### config.mk
export PLATFORM = sky130hd
export DESIGN_NAME = disp_select
export DESIGN_NICKNAME = d
export VERILOG_FILES = /design/src/rtl/disp_select.sv
export SDC_FILE = /design/constraint.sdc
export NUM_CORES = 1
export LEC_CHECK = 0
export CORE_MARGIN = 5
export CORE_UTILIZATION = 55
export DETAILED_ROUTE_END_ITERATION = 10
export PLACE_DENSITY_LB_ADDON = 0.3
export SLEW_MARGIN = 15
export SYNTH_ARGS = -nofsm -noshare
export SYNTH_HDL_FRONTEND = slang
export SYNTH_SLANG_ARGS = --single-unit
export TNS_END_PERCENT = 10
### constraint.sdc
create_clock -name clk -period 3.4 [get_ports clk]
set_input_delay 1.02 -clock clk [delete_from_list [all_inputs] [get_ports clk]]
set_output_delay 1.02 -clock clk [all_outputs]
set_load 0.01 [all_outputs]
### src/rtl/disp_select.sv
// disp_select: picks the minimum-SSD disparity out of N_CAND candidates.
// For each window, SSD = f2sum + g2_sum - 2*fg_sum is computed per candidate.
// The result is the lowest SSD and its index; on a tie the earlier index wins.
// Pipeline:
//   p0 - registers the accepted candidate operands and its index.
//   p1 - registers the saturated SSD.
//   p2 - compares against the running minimum (best_ssd / best_idx).
// Optional build macro DISPSEL_THRESH_EN: when defined, result_ok reports
// best_ssd <= THRESH; otherwise result_ok is simply 1 with every result.
module disp_select #(
    parameter int          N_CAND = 64,
    parameter logic [15:0] THRESH = 16'd2048
) (
    input  logic        clk,
    input  logic        rst_n,
    input  logic        start,
    input  logic [13:0] f2sum,
    input  logic        cand_valid,
    input  logic [13:0] fg_sum,
    input  logic [13:0] g2_sum,
    output logic        cand_ready,
    output logic        busy,
    output logic [5:0]  best_idx,
    output logic [15:0] best_ssd,
    output logic        result_valid,
    output logic        result_ok
);

    localparam logic [5:0] LAST_IDX = 6'(N_CAND - 1);

    typedef enum logic [2:0] {
        IDLE,
        LOAD,
        RUN,
        DRAIN,
        DONE
    } state_t;

    state_t      state;
    logic [5:0]  cand_cnt;
    logic        drain_cnt;

    logic [13:0] f2_lat;

    logic [13:0] fg_p0;
    logic [13:0] g2_p0;
    logic [5:0]  idx_p0;
    logic        vld_p0;

    logic [15:0] ssd_p1;
    logic [5:0]  idx_p1;
    logic        vld_p1;

    logic               accept;
    logic signed [16:0] ssd_raw;
    logic               upd;
    logic [15:0]        min_next;
    logic               ok_next;

    // Full-precision SSD. The 17-bit signed range covers -32766..+32766.
    function automatic logic signed [16:0] calc_ssd(
        input logic [13:0] f2,
        input logic [13:0] g2,
        input logic [13:0] fg
    );
        logic signed [16:0] a;
        logic signed [16:0] b;
        logic signed [16:0] c;
        a = signed'({3'b000, f2});
        b = signed'({3'b000, g2});
        c = signed'({2'b00, fg, 1'b0});
        return a + b - c;
    endfunction

    // Negative values clamp to 0. The top is capped at 16'hFFFE, so any real
    // candidate always beats the 16'hFFFF "no match yet" sentinel.
    function automatic logic [15:0] sat_ssd(input logic signed [16:0] x);
        if (x < 17'sd0) begin
            return 16'h0000;
        end else if (x > 17'sd65534) begin
            return 16'hFFFE;
        end else begin
            return x[15:0];
        end
    endfunction

    // A start pulse has priority: a candidate offered in the same cycle is dropped.
    assign accept  = cand_valid && cand_ready && !start;
    assign ssd_raw = calc_ssd(f2_lat, g2_p0, fg_p0);

    assign upd      = vld_p1 && (ssd_p1 < best_ssd);
    assign min_next = upd ? ssd_p1 : best_ssd;

`ifdef DISPSEL_THRESH_EN
    assign ok_next = (min_next <= THRESH);
`else
    assign ok_next = 1'b1;
    logic unused_thresh;
    assign unused_thresh = ^THRESH;
`endif

    // Window control FSM. All outputs are registered.
    // A start pulse from any state (re)enters LOAD.
    always_ff @(posedge clk or negedge rst_n) begin
        if (!rst_n) begin
            state        <= IDLE;
            cand_ready   <= 1'b0;
            busy         <= 1'b0;
            result_valid <= 1'b0;
            result_ok    <= 1'b0;
            cand_cnt     <= 6'd0;
            drain_cnt    <= 1'b0;
        end else if (start) begin
            state        <= LOAD;
            busy         <= 1'b1;
            cand_ready   <= 1'b0;
            result_valid <= 1'b0;
            result_ok    <= 1'b0;
            cand_cnt     <= 6'd0;
            drain_cnt    <= 1'b0;
        end else begin
            result_valid <= 1'b0;
            result_ok    <= 1'b0;
            case (state)
                IDLE: begin
                    busy       <= 1'b0;
                    cand_ready <= 1'b0;
                end
                LOAD: begin
                    state      <= RUN;
                    cand_ready <= 1'b1;
                end
                RUN: begin
                    if (accept) begin
                        if (cand_cnt == LAST_IDX) begin
                            state      <= DRAIN;
                            cand_ready <= 1'b0;
                            drain_cnt  <= 1'b0;
                        end else begin
                            cand_cnt <= cand_cnt + 6'd1;
                        end
                    end
                end
                DRAIN: begin
                    // Two cycles let the final candidate clear p1 and p2.
                    if (drain_cnt) begin
                        state        <= DONE;
                        result_valid <= 1'b1;
                        result_ok    <= ok_next;
                    end else begin
                        drain_cnt <= 1'b1;
                    end
                end
                DONE: begin
                    state <= IDLE;
                    busy  <= 1'b0;
                end
                default: begin
                    state      <= IDLE;
                    busy       <= 1'b0;
                    cand_ready <= 1'b0;
                end
            endcase
        end
    end

    // Pipeline valids. A start flushes any in-flight candidate of the old window.
    always_ff @(posedge clk or negedge rst_n) begin
        if (!rst_n) begin
            vld_p0 <= 1'b0;
            vld_p1 <= 1'b0;
        end else begin
            vld_p0 <= accept;
            vld_p1 <= vld_p0 && !start;
        end
    end

    // Datapath registers: window f2 latch, p0 operand capture, p1 SSD.
    always_ff @(posedge clk) begin
        if (start) begin
            f2_lat <= f2sum;
        end
        // ---- stage p0: accepted candidate operands ----
        if (accept) begin
            fg_p0  <= fg_sum;
            g2_p0  <= g2_sum;
            idx_p0 <= cand_cnt;
        end
        // ---- stage p1: saturated SSD ----
        if (vld_p0) begin
            ssd_p1 <= sat_ssd(ssd_raw);
            idx_p1 <= idx_p0;
        end
    end

    // ---- stage p2: running minimum. Strict compare keeps the earlier index on ties ----
    always_ff @(posedge clk or negedge rst_n) begin
        if (!rst_n) begin
            best_ssd <= 16'hFFFF;
            best_idx <= 6'd0;
        end else if (start) begin
            best_ssd <= 16'hFFFF;
            best_idx <= 6'd0;
        end else if (upd) begin
            best_ssd <= min_next;
            best_idx <= idx_p1;
        end
    end

endmodule
==> qor.yml, run 1 <==
grt:
  gr-usage-met2: 0.275
  grt_util_all_layers: 0.171
  use_met3: 0.0323
  grt_pass1_wl_mm: 16.0
  grt_pass1_vias: 3527
  overflow: 0
  grt_util_met1: 0.230
  busiest_layer: "met2"
  grt_antenna_before_repair: 0
  grt_max_degree: 58
final_layout:
  syn2layout_area_growth_pct: 18.5
  antennaDiodeCount: 0
  layout_common_cells: "inv_1 (76), edfxtp_1 (70), clkdlybuf4s50_1 (69)"
  area.sequential_mm2: 0.00305
  final_common_cell: "inv_1"
  multi_input_area_mm2: 0.00209
  final_net_count: 632
  fillers: 735
  stdcell_count: 680
  final_area_mm2: 0.00649
  drive_gt1_frac: 0.0878
  fin_util: 0.667
cts:
  clock-sinks: 107
  clkTransAtPathRegs_ns: 0.10
  cts_resized: 0
  ctsHtreeMaxLevel: 3
  cts_buffers: 9
  cts_hold_buf: 0
  root_buffer: "clkbuf_8"
  clk_latency_ns: 0.36
  cts_tree: "done"
  cts_buffer_depth: 2
  cts_setup_buffers: 0
sta:
  fin_crit_ns: 2.90
  slew_headroom: 0.430
  rsz0062_at_grt: "false"
  tns_ns: 0
  finalCritPeriodShare: 0.852
  hold_viol: 0
  skew_ns: 0.00979
  worstMarginPinSlew_ns: 0.855
  max_freq_ghz: 0.345
  timing.final.max_slew_violations: 0
  setup_slack_ns: 0.502
  setup_viol: 0
floorplanning:
  pin_count: 72
  die_y_um: 110
  num_rows: 36
  initial_utilization: 0.563
  die_w_um: 110
  core_mm2: 0.00973
  dieArea_mm2: 0.0121
synth:
  seq_area_frac_synth: 0.556
  synth-xor-area-share: 0.0208
  synth_edf_count: 70
  yosys_most_used_dff: "edfxtp_1"
  synthCells: 471
  synth_fp_nets: 561
  yosys_register_bits: 107
  synth_top_family_by_area: "adder cells"
  ys_warn_count: 0
  syn_avg_cell_area_um2: 11.6
  synth_area_mm2: 0.00548
  synth_mux_area_frac: 0.0479
  synth_cell_type_count: 45
  synthSimpleGateAreaFrac: 0.118
  synth_compound_area_frac: 0.0737
  synth-adder-area-share: 0.118
  async_reset_ff_frac: 0.346
hold_path:
  holdPathStages: 0
  hold_class: "reg -> reg"
route:
  num_vias: 3447
  wl_mm: 9.14
  wl_per_cell_um: 13.4
  firstDrtPassIters: 4
  initialDrtViolationCount: 158
  vias_per_cell: 5.07
  drc: 0
  ant_nets: 0
placed_design:
  place_ws_ns: 0.543
  placed_cells: 664
  placed_area_mm2: 0.00632
  gp_congestion: 0.860
  numPortBuffers: 71
  dp_hpwl_mm: 6.87
pwr:
  power_density_mw_per_mm2: 412
  swShare: 0.271
  p_switching_mw: 0.726
  vdd_drop_max_mv: 0.306
  internal_power_mw: 1.95
  p_clk_frac: 0.266
  power.share.sequential: 0.554
  p_leak_nw: 2.78
  pwr-share-comb: 0.180
run:
  max_cap_viol_count: 0
worst_setup_path:
  cp_max_fo: 8
  critPathCaptureType: "register"
  r2r_cells: 9
  cp.required_ns: 3.60
  crit_arrival_ns: 3.10
  crit_type: "reg -> reg"
  setup.worst_path.start_class: "register"
run_status:
  status: "complete, no violations"
flip-flops by register name, summed over array words and instances (netlist names):
| register | flops |
|---|---|
| best_idx | 6 |
| best_ssd | 16 |
| busy | 1 |
| cand_cnt | 6 |
| cand_ready | 1 |
| drain_cnt | 1 |
| f2_lat | 14 |
| fg_p0 | 14 |
| g2_p0 | 14 |
| idx_p0 | 6 |
| idx_p1 | 6 |
| result_ok | 1 |
| ssd_p1 | 16 |
| state | 3 |
| vld_p0 | 1 |
| vld_p1 | 1 |
critical path, stage by stage, from the launching register on:
cell and delay, ns:
edfxtp_1 0.41, fa_1 0.53, inv_1 0.04, ha_1 0.41, a21o_1 0.24, a21oi_1 0.09
o21bai_1 0.25, mux2_2 0.37, a211o_1 0.23, nor3_1 0.18
per-layer routing:
layer  up-vias  share of wire
li1       1734              -
met1      1616           0.46
met2        80           0.47
met3        17          0.048
met4         0          0.017
met5         -              0
path summary, 6_finish.rpt:
kind | from | end | slack, ns
setup reg to reg | fg_p0[10]$_DFFE_PP_ | ssd_p1[14]$_SDFFCE_PP0P_ | 0.50
hold / removal | idx_p0[3]$_DFFE_PP_ | idx_p1[3]$_DFFE_PP_ | 0.43
min in group asynchronous | rst_n | best_idx[4]$_DFFE_PN0P_ | 0.76
setup / recovery | fg_p0[10]$_DFFE_PP_ | ssd_p1[14]$_SDFFCE_PP0P_ | 0.50
max in group asynchronous | rst_n | vld_p0$_DFF_PN0_ | 2.12
hold reg to reg | idx_p0[3]$_DFFE_PP_ | idx_p1[3]$_DFFE_PP_ | 0.43
cells in the mapped netlist (3+ instances only):
library cell	n	area (um^2)
nor3_1	11	55.1
buf_4	4	30.0
a211oi_1	3	22.5
a31oi_1	5	31.3
xnor2_1	5	43.8
nand2b_1	16	100
clkbuf_1	9	33.8
inv_1	76	285
edfxtp_1	70	2100
a21o_1	5	37.5
a21oi_1	16	80.1
nor2_1	60	225
nor2b_1	4	25.0
fa_1	13	260
xor2_1	8	70.1
nand3_1	5	25.0
mux2i_1	24	240
dfstp_2	16	420
nand2_1	19	71.3
ha_1	31	388
o21ai_0	14	70.1
nor4_1	3	18.8
dfrtp_1	21	526
stage by stage:
stage | hold slack, ns | power, mW
floorplan | 0.400 | 1.84
finish | 0.430 | 2.67
global route | 0.441 | 2.83
detailed placement | 0.405 | 1.99
CTS | 0.431 | 2.70
global placement | 0.401 | 1.97
logic make-up (layout without fill, tap and decap cells):
family,after synthesis,count (layout)
fa+ha+maj,44,44
flops,107,107
buf+inv,90,166
simple gates,133,133
other cells,1,1
mux,26,26
compound gates,57,57
xor+xnor,13,13
power by group through the flow:
stage          sequential, mW  clock (mW)  combinational (mW)
4_1_cts                  1.48       0.735               0.484
5_1_grt                  1.49       0.792               0.547
3_5_place_dp             1.51           0               0.482
6_report                 1.48       0.711               0.482
3_3_place_gp             1.51           0               0.467
2_1_floorplan            1.51           0               0.333
final cells by class:
class / instances / share of cell area
Tap cell: 133 / 0.0256
Timing Repair Buffer: 74 / 0.111
Clock inverter: 6 / 0.00752
Multi-Input combinational cell: 274 / 0.322
Clock buffer: 10 / 0.0197
Inverter: 76 / 0.0439
Sequential cell: 107 / 0.469
Note: power is estimated with default switching activity, not from simulation.
==> run 2, diff against run 1 <==
--- a/config.mk
+++ b/config.mk
@@ -9,6 +9,7 @@
 export CORE_UTILIZATION = 55
 export DETAILED_ROUTE_END_ITERATION = 10
 export PLACE_DENSITY_LB_ADDON = 0.3
+export REMOVE_ABC_BUFFERS = 1
 export SLEW_MARGIN = 15
 export SYNTH_ARGS = -nofsm -noshare
 export SYNTH_HDL_FRONTEND = slang
==> constraint.sdc (replaced) <==
create_clock -name clk -period 3.07 [get_ports clk]
set_input_delay 0.921 -clock clk [delete_from_list [all_inputs] [get_ports clk]]
set_output_delay 0.921 -clock clk [all_outputs]
set_load 0.01 [all_outputs]
==> qor.yml, run 2 (synthesis results as in run 1) <==
run_status:
  status: "complete, no violations"
sta:
  skew_ns: 0.0106  # +0.000794 ns
  fin_crit_ns: 2.90  # +0.000140 ns
  rsz0062_at_grt: "false"
  timing.final.max_slew_violations: 0  # unchanged
  finalCritPeriodShare: 0.944  # +0.0917
  setup_viol: 0  # unchanged
  worstMarginPinSlew_ns: 0.863  # +0.00740 ns
  hold_viol: 0  # unchanged
  hold_ws_ns: 0.425  # -0.00421 ns
  tns_ns: 0  # unchanged
  slew_headroom: 0.425  # -0.00493
  max_freq_ghz: 0.345  # about the same
worst_setup_path:
  worst-path-stages: 8  # -1
  cp-endpoint: "ssd_p1[14]$_SDFFCE_PP0P_"
  rr_endpoint: "ssd_p1[14]$_SDFFCE_PP0P_"
  rr_startpoint: "fg_p0[1]$_DFFE_PP_"
  critPathBufInv: 1  # unchanged
  crit_chain: "fa_1 -> inv_1 -> ha_1 -> a2111oi_4 -> o31ai_1 -> a31oi_1 -> o2bb2ai_2 -> nor3_1"
  setup.worst_path.start_class: "register"
  crit_family: "compound AO/OA/AOI/OAI gates"
  critPathCaptureType: "register"
  worst_path_largest_cell_delay_ns: 0.53  # about the same
  cp_max_fo: 15  # +7
  critPathSlowestCell: "fa_1"
  crit_arrival_ns: 2.99  # -0.11 ns
  rrSetupSlack_ns: 0.17  # -0.33 ns
  r2r_cells: 8  # -1
  cp.required_ns: 3.17  # -0.43 ns
  crit_type: "reg -> reg"
  startpoint: "fg_p0[1]$_DFFE_PP_"
floorplanning:
  core_mm2: 0.00973  # unchanged
  num_rows: 36  # unchanged
  dieArea_mm2: 0.0121  # unchanged
  initial_utilization: 0.563  # unchanged
  die_y_um: 110  # unchanged
  pin_count: 72  # unchanged
  die_w_um: 110  # unchanged
final_layout:
  top_regs: "best_ssd: 16 flops, ssd_p1: 16 flops"
  stdcell_count: 680  # unchanged
  fillers: 753  # +2.4%
  multi_input_area_mm2: 0.00210  # +0.18%
  syn2layout_area_growth_pct: 18.9
  drive_gt1_frac: 0.0878  # unchanged
  final_common_cell: "inv_1"
  final_area_mm2: 0.00651  # +0.33%
  antennaDiodeCount: 0  # unchanged
  layout_common_cells: "inv_1 (76), edfxtp_1 (70), clkdlybuf4s50_1 (69)"
  final_net_count: 632  # unchanged
  area.sequential_mm2: 0.00305  # unchanged
pwr:
  pwr-share-comb: 0.178  # -0.002
  p_leak_nw: 2.78  # about the same
  internal_power_mw: 2.23  # +15%
  p_switching_mw: 0.773  # +6.5%
  vdd_drop_max_mv: 0.286  # -6.7%
  swShare: 0.257  # -0.0143
  power_density_mw_per_mm2: 462  # +12%
  p_clk_frac: 0.277  # +0.011
  power.share.sequential: 0.545  # -0.009
  power_mw: 3.01  # +12%
grt:
  grt_max_degree: 70  # +21%
  grt_pass1_wl_mm: 15.2  # -5.1%
  overflow: 0  # unchanged
  grt_util_all_layers: 0.164  # -0.00710
  grt_antenna_before_repair: 0  # unchanged
  grt_pass1_vias: 3473  # -1.5%
route:
  num_vias: 3412  # -1.0%
  firstDrtPassIters: 5  # +1
  drc: 0  # unchanged
  initialDrtViolationCount: 146  # -7.6%
  wl_per_cell_um: 13.1  # -2.9%
  vias_per_cell: 5.02  # -1.0%
  wl_mm: 8.88  # -2.9%
  ant_nets: 0  # unchanged
cts:
  clk_latency_ns: 0.37  # about the same
  clock-sinks: 107  # unchanged
  cts_buffers: 9  # unchanged
  cts_buffer_depth: 2  # unchanged
  cts_tree: "done"
  root_buffer: "clkbuf_8"
  ctsHtreeMaxLevel: 3  # unchanged
  clkTransAtPathRegs_ns: 0.09  # about the same
  cts_hold_buf: 0  # unchanged
  cts_setup_buffers: 0  # unchanged
hold_path:
  hold_class: "reg -> reg"
  holdPathStages: 0  # unchanged
placed_design:
  placed_cells: 664  # unchanged
  dp_hpwl_mm: 6.59  # -4.2%
  placed_area_mm2: 0.00632  # unchanged
  numPortBuffers: 71  # unchanged
  gp_congestion: 0.834  # -3.0%
run:
  max_cap_viol_count: 0  # unchanged
## run 2: cell types whose count changed in the layout (fill, tap and decap cells not counted), sizes merged
| cell | delta |
|---|---|
| clkinv | -2 |
| clkinvlp | +2 |
| inv | -2 |
| bufinv | +1 |
| clkbuf | +1 |
## run 2: area by class of cell
cell class / instances / share of cell area
sequential: 107 / 0.468
multi-input combinational: 274 / 0.322
timing repair buffer: 74 / 0.111
inverter: 76 / 0.0438
tap: 133 / 0.0255
clock buffer: 11 / 0.0202
clock inverter: 5 / 0.00960
## run 2: what timing repair did
item | CTS | global route
setup endpoints to repair | 0 | 1
gates resized for setup | 0 | 1
endpoints found under the hold margin | 0 | 0
## run 2: worst min-delay path by stage
stage / startpoint / endpoint / slack, ns
detailed placement: idx_p0[2]$_DFFE_PP_ / idx_p1[2]$_DFFE_PP_ / 0.40
floorplan: idx_p0[0]$_DFFE_PP_ / idx_p1[0]$_DFFE_PP_ / 0.40
global route: idx_p0[5]$_DFFE_PP_ / idx_p1[5]$_DFFE_PP_ / 0.43
CTS: idx_p0[5]$_DFFE_PP_ / idx_p1[5]$_DFFE_PP_ / 0.43
finish: idx_p0[2]$_DFFE_PP_ / idx_p1[2]$_DFFE_PP_ / 0.43
global placement: idx_p0[5]$_DFFE_PP_ / idx_p1[5]$_DFFE_PP_ / 0.40
## run 2: power by group through the flow
| stage | Sequential, mW | Clock (mW) | Combinational, mW |
|---|---|---|---|
| after floorplan | 1.67 | 0 | 0.355 |
| after global placement | 1.67 | 0 | 0.518 |
| after detailed placement | 1.67 | 0 | 0.532 |
| after CTS | 1.64 | 0.866 | 0.536 |
| after global routing | 1.65 | 0.921 | 0.605 |
| final | 1.64 | 0.834 | 0.534 |
## run 2: metal layers
layer  vias to the layer above  share of wire  global-route usage
met1                      1592           0.45               0.215
met2                        76           0.49               0.264
met3                        12          0.038              0.0299
li1                       1732              -                   -
met4                         0          0.021              0.0801
met5                         -              0                   0
## run 2: through the flow
| stage | setup slack (ns) | util |
|---|---|---|
| global placement | 0.321 | 0.649 |
| finish | 0.172 | 0.669 |
| CTS | 0.154 | 0.669 |
| detailed placement | 0.171 | 0.649 |
| global route | 0.00714 | 0.669 |
| floorplan | 0.00260 | - |
==> RTL change 1: new RTL, config.mk and constraints of run 2 <==
Reset style: synchronous (`rst_n`), changed in 3 clocked blocks.
--- a/src/rtl/disp_select.sv
+++ b/src/rtl/disp_select.sv
@@ -101,7 +101,7 @@
 
     // Window control FSM. All outputs are registered.
     // A start pulse from any state (re)enters LOAD.
-    always_ff @(posedge clk or negedge rst_n) begin
+    always_ff @(posedge clk) begin
         if (!rst_n) begin
             state        <= IDLE;
             cand_ready   <= 1'b0;
@@ -165,7 +165,7 @@
     end
 
     // Pipeline valids. A start flushes any in-flight candidate of the old window.
-    always_ff @(posedge clk or negedge rst_n) begin
+    always_ff @(posedge clk) begin
         if (!rst_n) begin
             vld_p0 <= 1'b0;
             vld_p1 <= 1'b0;
@@ -194,7 +194,7 @@
     end
 
     // ---- stage p2: running minimum. Strict compare keeps the earlier index on ties ----
-    always_ff @(posedge clk or negedge rst_n) begin
+    always_ff @(posedge clk) begin
         if (!rst_n) begin
             best_ssd <= 16'hFFFF;
             best_idx <= 6'd0;
Formal check against the unedited RTL: differs if rst_n is asserted again (counterexample within 4 cycles, from zero or initial values and one cycle with rst_n low); with rst_n held inactive, the same outputs for 4 cycles.
==> RTL change 1 against run 2 <==
Setup slack worse by 73 ps; non-clock buffer count is 11 higher; power is 7.4% lower; design area is 4.8% lower; utilization is 1.1 points higher; clock skew is 9.4 ps higher; final cell count is 5.9% lower; wire length is 1.4% lower; sequential share of layout area is 0.93 points lower; clock power is 3.2% higher; synthesized area is 8.0% lower; critical path type unchanged; sequential cell count stayed put.
==> RTL change 1: results (changes against run 2) <==
switching power = 0.717 mW (was 0.773 mW)
most area-consuming cells after synthesis = edfxtp_1, dfxtp_1, ha_1 (was edfxtp_1, dfrtp_1, dfstp_2)
first-pass GRT wire length = 14.8 mm (was 15.2 mm)
Syn Area/Cell = 11.4 sq um (was 11.6 sq um)
met3 track utilization from global routing = 0.0380 (was 0.0299)
fraction of layout instances using a drive strength above 1 = 0.0737 (was 0.0878)
met2 layer usage reported by global route = 0.292 (was 0.264)
Async SR Flop Fraction = 0 (was 0.346)
start point of the worst min-delay path = idx_p0[2] (unchanged)
total clock network power = 0.861 mW (was 0.834 mW)
Worst IR Drop VDD = 265 uV (was 286 uV)
GR Util met1 = 0.198 (was 0.215)
post-synthesis share of cell area spent on xor and xnor gates = 0.0226 (was 0.0208)
post-route met1 wirelength = 3.74 mm (was 4.00 mm)
worst slack after detailed placement = 5.16 ps (was 171 ps)
arrival time of the worst setup path = 3090 ps (was 2990 ps)
largest fanout on the critical path = 13 (was 15)
outcome = complete, no violations (unchanged)
ranking of synthesized cells by instance count = inv_1, edfxtp_1, dfxtp_1, ha_1, nor2_1 (was inv_1, edfxtp_1, nor2_1, ha_1, mux2i_1)
total number of yosys warnings = 0 (unchanged)
Leakage = 2.60 nW (was 2.78 nW)
Seq group = 1.57 mW (was 1.64 mW)
Clock Skew = 20.0 ps (was 10.6 ps)
pin count of the biggest net entering global routing = 37 (was 70)
placed wire-length estimate = 6.75 mm (was 6.59 mm)
NumNets Final = 614 (was 632)
origin of the critical flop-to-flop path = fg_p0[7] (was fg_p0[1])
sequential area share after synthesis = 0.564 (was 0.556)
first-pass iteration count of the detailed router = 4 (was 5)
count of distinct cell types in the synthesized netlist = 46 (was 45)
post-route non-filler standard cell count = 640 (was 680)
clk slew on worst S/H paths = 120 ps (was 90 ps)
global-route usage over all layers = 0.164 (about the same)
DR iter-0 viols = 154 (was 146)
registers with the most flip-flops = best_ssd: 16 flops, ssd_p1: 16 flops (unchanged)
vias per cell = 5.28 (was 5.02)
number of global-route vias before repair = 3383 (was 3473)
# fillers = 693 (was 753)
Post-Synth Adder-Cell Area = 0.129 (was 0.118)
ys flop type = edfxtp_1 (unchanged)
placed cell count = 623 (was 664)
detailed-routed wire length on met3 = 482 microns (was 340 microns)
complex-gate fraction of the synthesized area = 0.101 (was 0.0737)
routed wire length per instance = 13.7 microns (was 13.1 microns)
multiplexer share of the synthesized area = 0.00397 (was 0.0479)
net switching fraction of the power = 0.257 (about the same)
last weighted congestion value of the routability-driven placer = 0.806 (was 0.834)
remaining max-slew budget at the tightest pin = 0.335 (was 0.425)
cell area reported after detailed placement = 5940 sq um (was 6320 sq um)
Detail Route met2 WL = 4.44 mm (was 4.35 mm)
## RTL change 1: cell types whose count changed in the layout (fill, tap and decap cells not counted), moves of 8 or more
cell,delta
nor3_1,+14
dfrtp_1,-21
nand2b_1,-8
a31oi_1,+10
dfxtp_1,+37
dfstp_2,-16
mux2i_1,-22
nor2_1,-32
buf_4,+9
## RTL change 1: path summary, 6_finish.rpt
kind	slack, ps	depth (start not counted)	end
worst max-delay path	100	10	ssd_p1[9]
worst min-delay path	430	0	idx_p1[2]
worst max register to register	100	10	ssd_p1[9]
worst min register to register	430	0	idx_p1[2]
## RTL change 1: area by class of cell
cell class                      instances  area (sq um)  area share
Timing Repair Buffer                   85           841       0.136
Multi-Input combinational cell        249          1900       0.306
Inverter                               72           270      0.0436
Clock inverter                          7          86.3      0.0139
Tap cell                              111           139      0.0224
Sequential cell                       107          2840       0.459
Clock buffer                            9           124      0.0200
==> RTL change 2: new RTL, settings of run 2 <==
Made on the original files. Build with the macro `DISPSEL_THRESH_EN` defined.
--- a/src/rtl/disp_select.sv
+++ b/src/rtl/disp_select.sv
@@ -7,6 +7,8 @@
 //   p2 - compares against the running minimum (best_ssd / best_idx).
 // Optional build macro DISPSEL_THRESH_EN: when defined, result_ok reports
 // best_ssd <= THRESH; otherwise result_ok is simply 1 with every result.
+`define DISPSEL_THRESH_EN
+
 module disp_select #(
     parameter int          N_CAND = 64,
     parameter logic [15:0] THRESH = 16'd2048
Behaviour: same outputs for any inputs over 4 cycles, from zero or initial values and one cycle with rst_n low; that may be too few to reach the edited logic, so the function may still have changed.
==> RTL change 2 against run 2 <==
Non-clock buffer count rose by 4; setup slack better by 16 ps; maximum frequency grew 0.57%; count of clock-buffer cells in the layout decreased by 2; wire length rose by 5.6%; sequential cell count rose by 1; synthesized area down 0.91%; power decreased by 0.26%; design area shrank 0.23%; largest cell class unchanged.
==> RTL change 2: results (changes against run 2) <==
outcome = complete, no violations (unchanged)
Clock Skew = 17.3 ps (was 10.6 ps)
total number of yosys warnings = 0 (unchanged)
most area-consuming cells after synthesis = edfxtp_1, dfrtp_1, dfstp_2 (unchanged)
worst hold-check path type = flip-flop to flip-flop (unchanged)
number of enable-type register cells in the synthesized netlist = 70 (unchanged)
kind of cell with the highest combined delay on the critical path = adder cells (was compound AO/OA/AOI/OAI gates)
number of stages on the worst hold path = 0 (unchanged)
depth of the worst register-to-register path = 10 (was 8)
placed wire-length estimate = 7.06 mm (was 6.59 mm)
ys flop type = edfxtp_1 (unchanged)
cell with the largest stage delay on the worst path = fa_1 (unchanged)
number of levels in the clock H-tree = 3 (unchanged)
DR iter-0 viols = 132 (was 146)
most prevalent standard cell on the critical path = inv_1
routed wire length per instance = 14.1 microns (was 13.1 microns)
MaxCap Viol Count = 0 (unchanged)
clk slew on worst S/H paths = 110 ps (was 90 ps)
NumNets Final = 618 (was 632)
# fillers = 741 (was 753)
root buf cell = clkbuf_8 (unchanged)
Worst IR Drop VDD = 308 uV (was 286 uV)
number of buffers added for setup after CTS = 0 (unchanged)
transition time at the pin with the least slew margin = 823 ps (was 863 ps)
Inserted Diodes = 0 (unchanged)
count of distinct cell types in the synthesized netlist = 58 (was 45)
largest fanout on the critical path = 5 (was 15)
first-pass iteration count of the detailed router = 4 (was 5)
last weighted congestion value of the routability-driven placer = 0.827 (was 0.834)
global-route usage over all layers = 0.171 (was 0.164)
clk_lat worst skew = 370 ps (about the same)
first-pass GRT wire length = 16.0 mm (was 15.2 mm)
number of antenna violations at the first check in global routing = 0 (unchanged)
Async SR Flop Fraction = 0.352 (was 0.346)
ranking of synthesized cells by instance count = inv_1, edfxtp_1, a21oi_1, ha_1, nor2_1 (was inv_1, edfxtp_1, nor2_1, ha_1, mux2i_1)
CP max stage delay = 530 ps (about the same)
cts repair resizes = 0 (unchanged)
Port Buffers = 71 (unchanged)
count of final max-slew check failures = 0 (unchanged)
TritonCTS buffer count = 9 (unchanged)
Clock Tree Buf Depth = 2 (unchanged)
sequential area share after synthesis = 0.566 (was 0.556)
registers with the most flip-flops = best_ssd: 16 flops, ssd_p1: 16 flops (unchanged)
vias per cell = 5.32 (was 5.02)
number of global-route vias before repair = 3581 (was 3473)
pin count of the biggest net entering global routing = 39 (was 70)
Leakage = 2.77 nW (was 2.78 nW)
fraction of layout instances using a drive strength above 1 = 0.105 (was 0.0878)
## RTL change 2: changes by cell type in the layout (fill, tap and decap cells not counted), moves of 3 or more
cell / change
nand4_1: +4
mux2i_1: -22
a211o_2: +3
inv_8: +3
xor2_1: +3
buf_4: +4
nand3_1: +7
nand2b_1: -11
a211o_1: +13
nand2_1: -10
a31oi_1: -3
a21oi_1: +21
o21a_1: +3
nor2_1: -30
## RTL change 2: per-stage QoR
step,setup slack (ps),TNS [ps],cells,area [sq um],hold WS (ps)
after detailed placement,199,0,650,6300,405
after global placement,299,0,650,6300,404
after floorplan,-17.7,-35.5,439,5360,400
after CTS,180,0,666,6500,433
final,189,0,666,6500,429
after global routing,20.7,0,666,6500,437
## RTL change 2: final timing paths
path	endpoint	start	slack, ps
worst max-delay path	ssd_p1[14]	f2_lat[5]	190
worst min-delay path	idx_p1[3]	idx_p0[3]	430
max in group asynchronous	best_ssd[9]	rst_n	1740
min in group asynchronous	best_idx[4]	rst_n	970
worst max register to register	ssd_p1[14]	f2_lat[5]	190
worst min register to register	idx_p1[3]	idx_p0[3]	430
## RTL change 2: area by class of cell
type	count	area (sq um)	share of cell area
Clock buffer	9	124	0.0191
Clock inverter	7	73.8	0.0114
Inverter	74	278	0.0427
Multi-Input combinational cell	257	2030	0.312
Sequential cell	108	3070	0.473
Tap cell	133	166	0.0256
Timing Repair Buffer	78	758	0.117
## RTL change 2: kinds of logic after synthesis
family / Yosys count / share of synthesized area
muxes: 2 / 0.00369
xor gates and xnor gates: 14 / 0.0226
AOI/OAI and AO/OA: 102 / 0.134
buffers and inverters: 85 / 0.0634
and+or+nand+nor: 94 / 0.0901
adders and majority gates: 44 / 0.119
DFF: 108 / 0.566
other: 1 / 0.000691
## RTL change 2: routing by layer
metal | GRT usage | share of wire | up-vias
li1 | - | - | 1739
met1 | 0.215 | 0.43 | 1708
met2 | 0.293 | 0.51 | 85
met3 | 0.0341 | 0.049 | 12
met4 | 0.0632 | 0.015 | 0
met5 | 0 | 0 | -
## RTL change 2: power by group
part	leakage [nW]	internal (mW)	switching [mW]	total (mW)
Sequential	1.12	1.62	0.0340	1.66
Clock	0.104	0.330	0.526	0.855
Combinational	1.54	0.229	0.260	0.489
## RTL change 2: worst register-to-register path, delay by kind of cell (launching register included)
| family | cells | cell delay (ps) |
|---|---|---|
| flops | 1 | 350 |
| simple gates | 1 | 300 |
| compound gates | 4 | 840 |
| xor+xnor | 1 | 170 |
| buf+inv | 2 | 100 |
| fa+ha+maj | 2 | 890 |
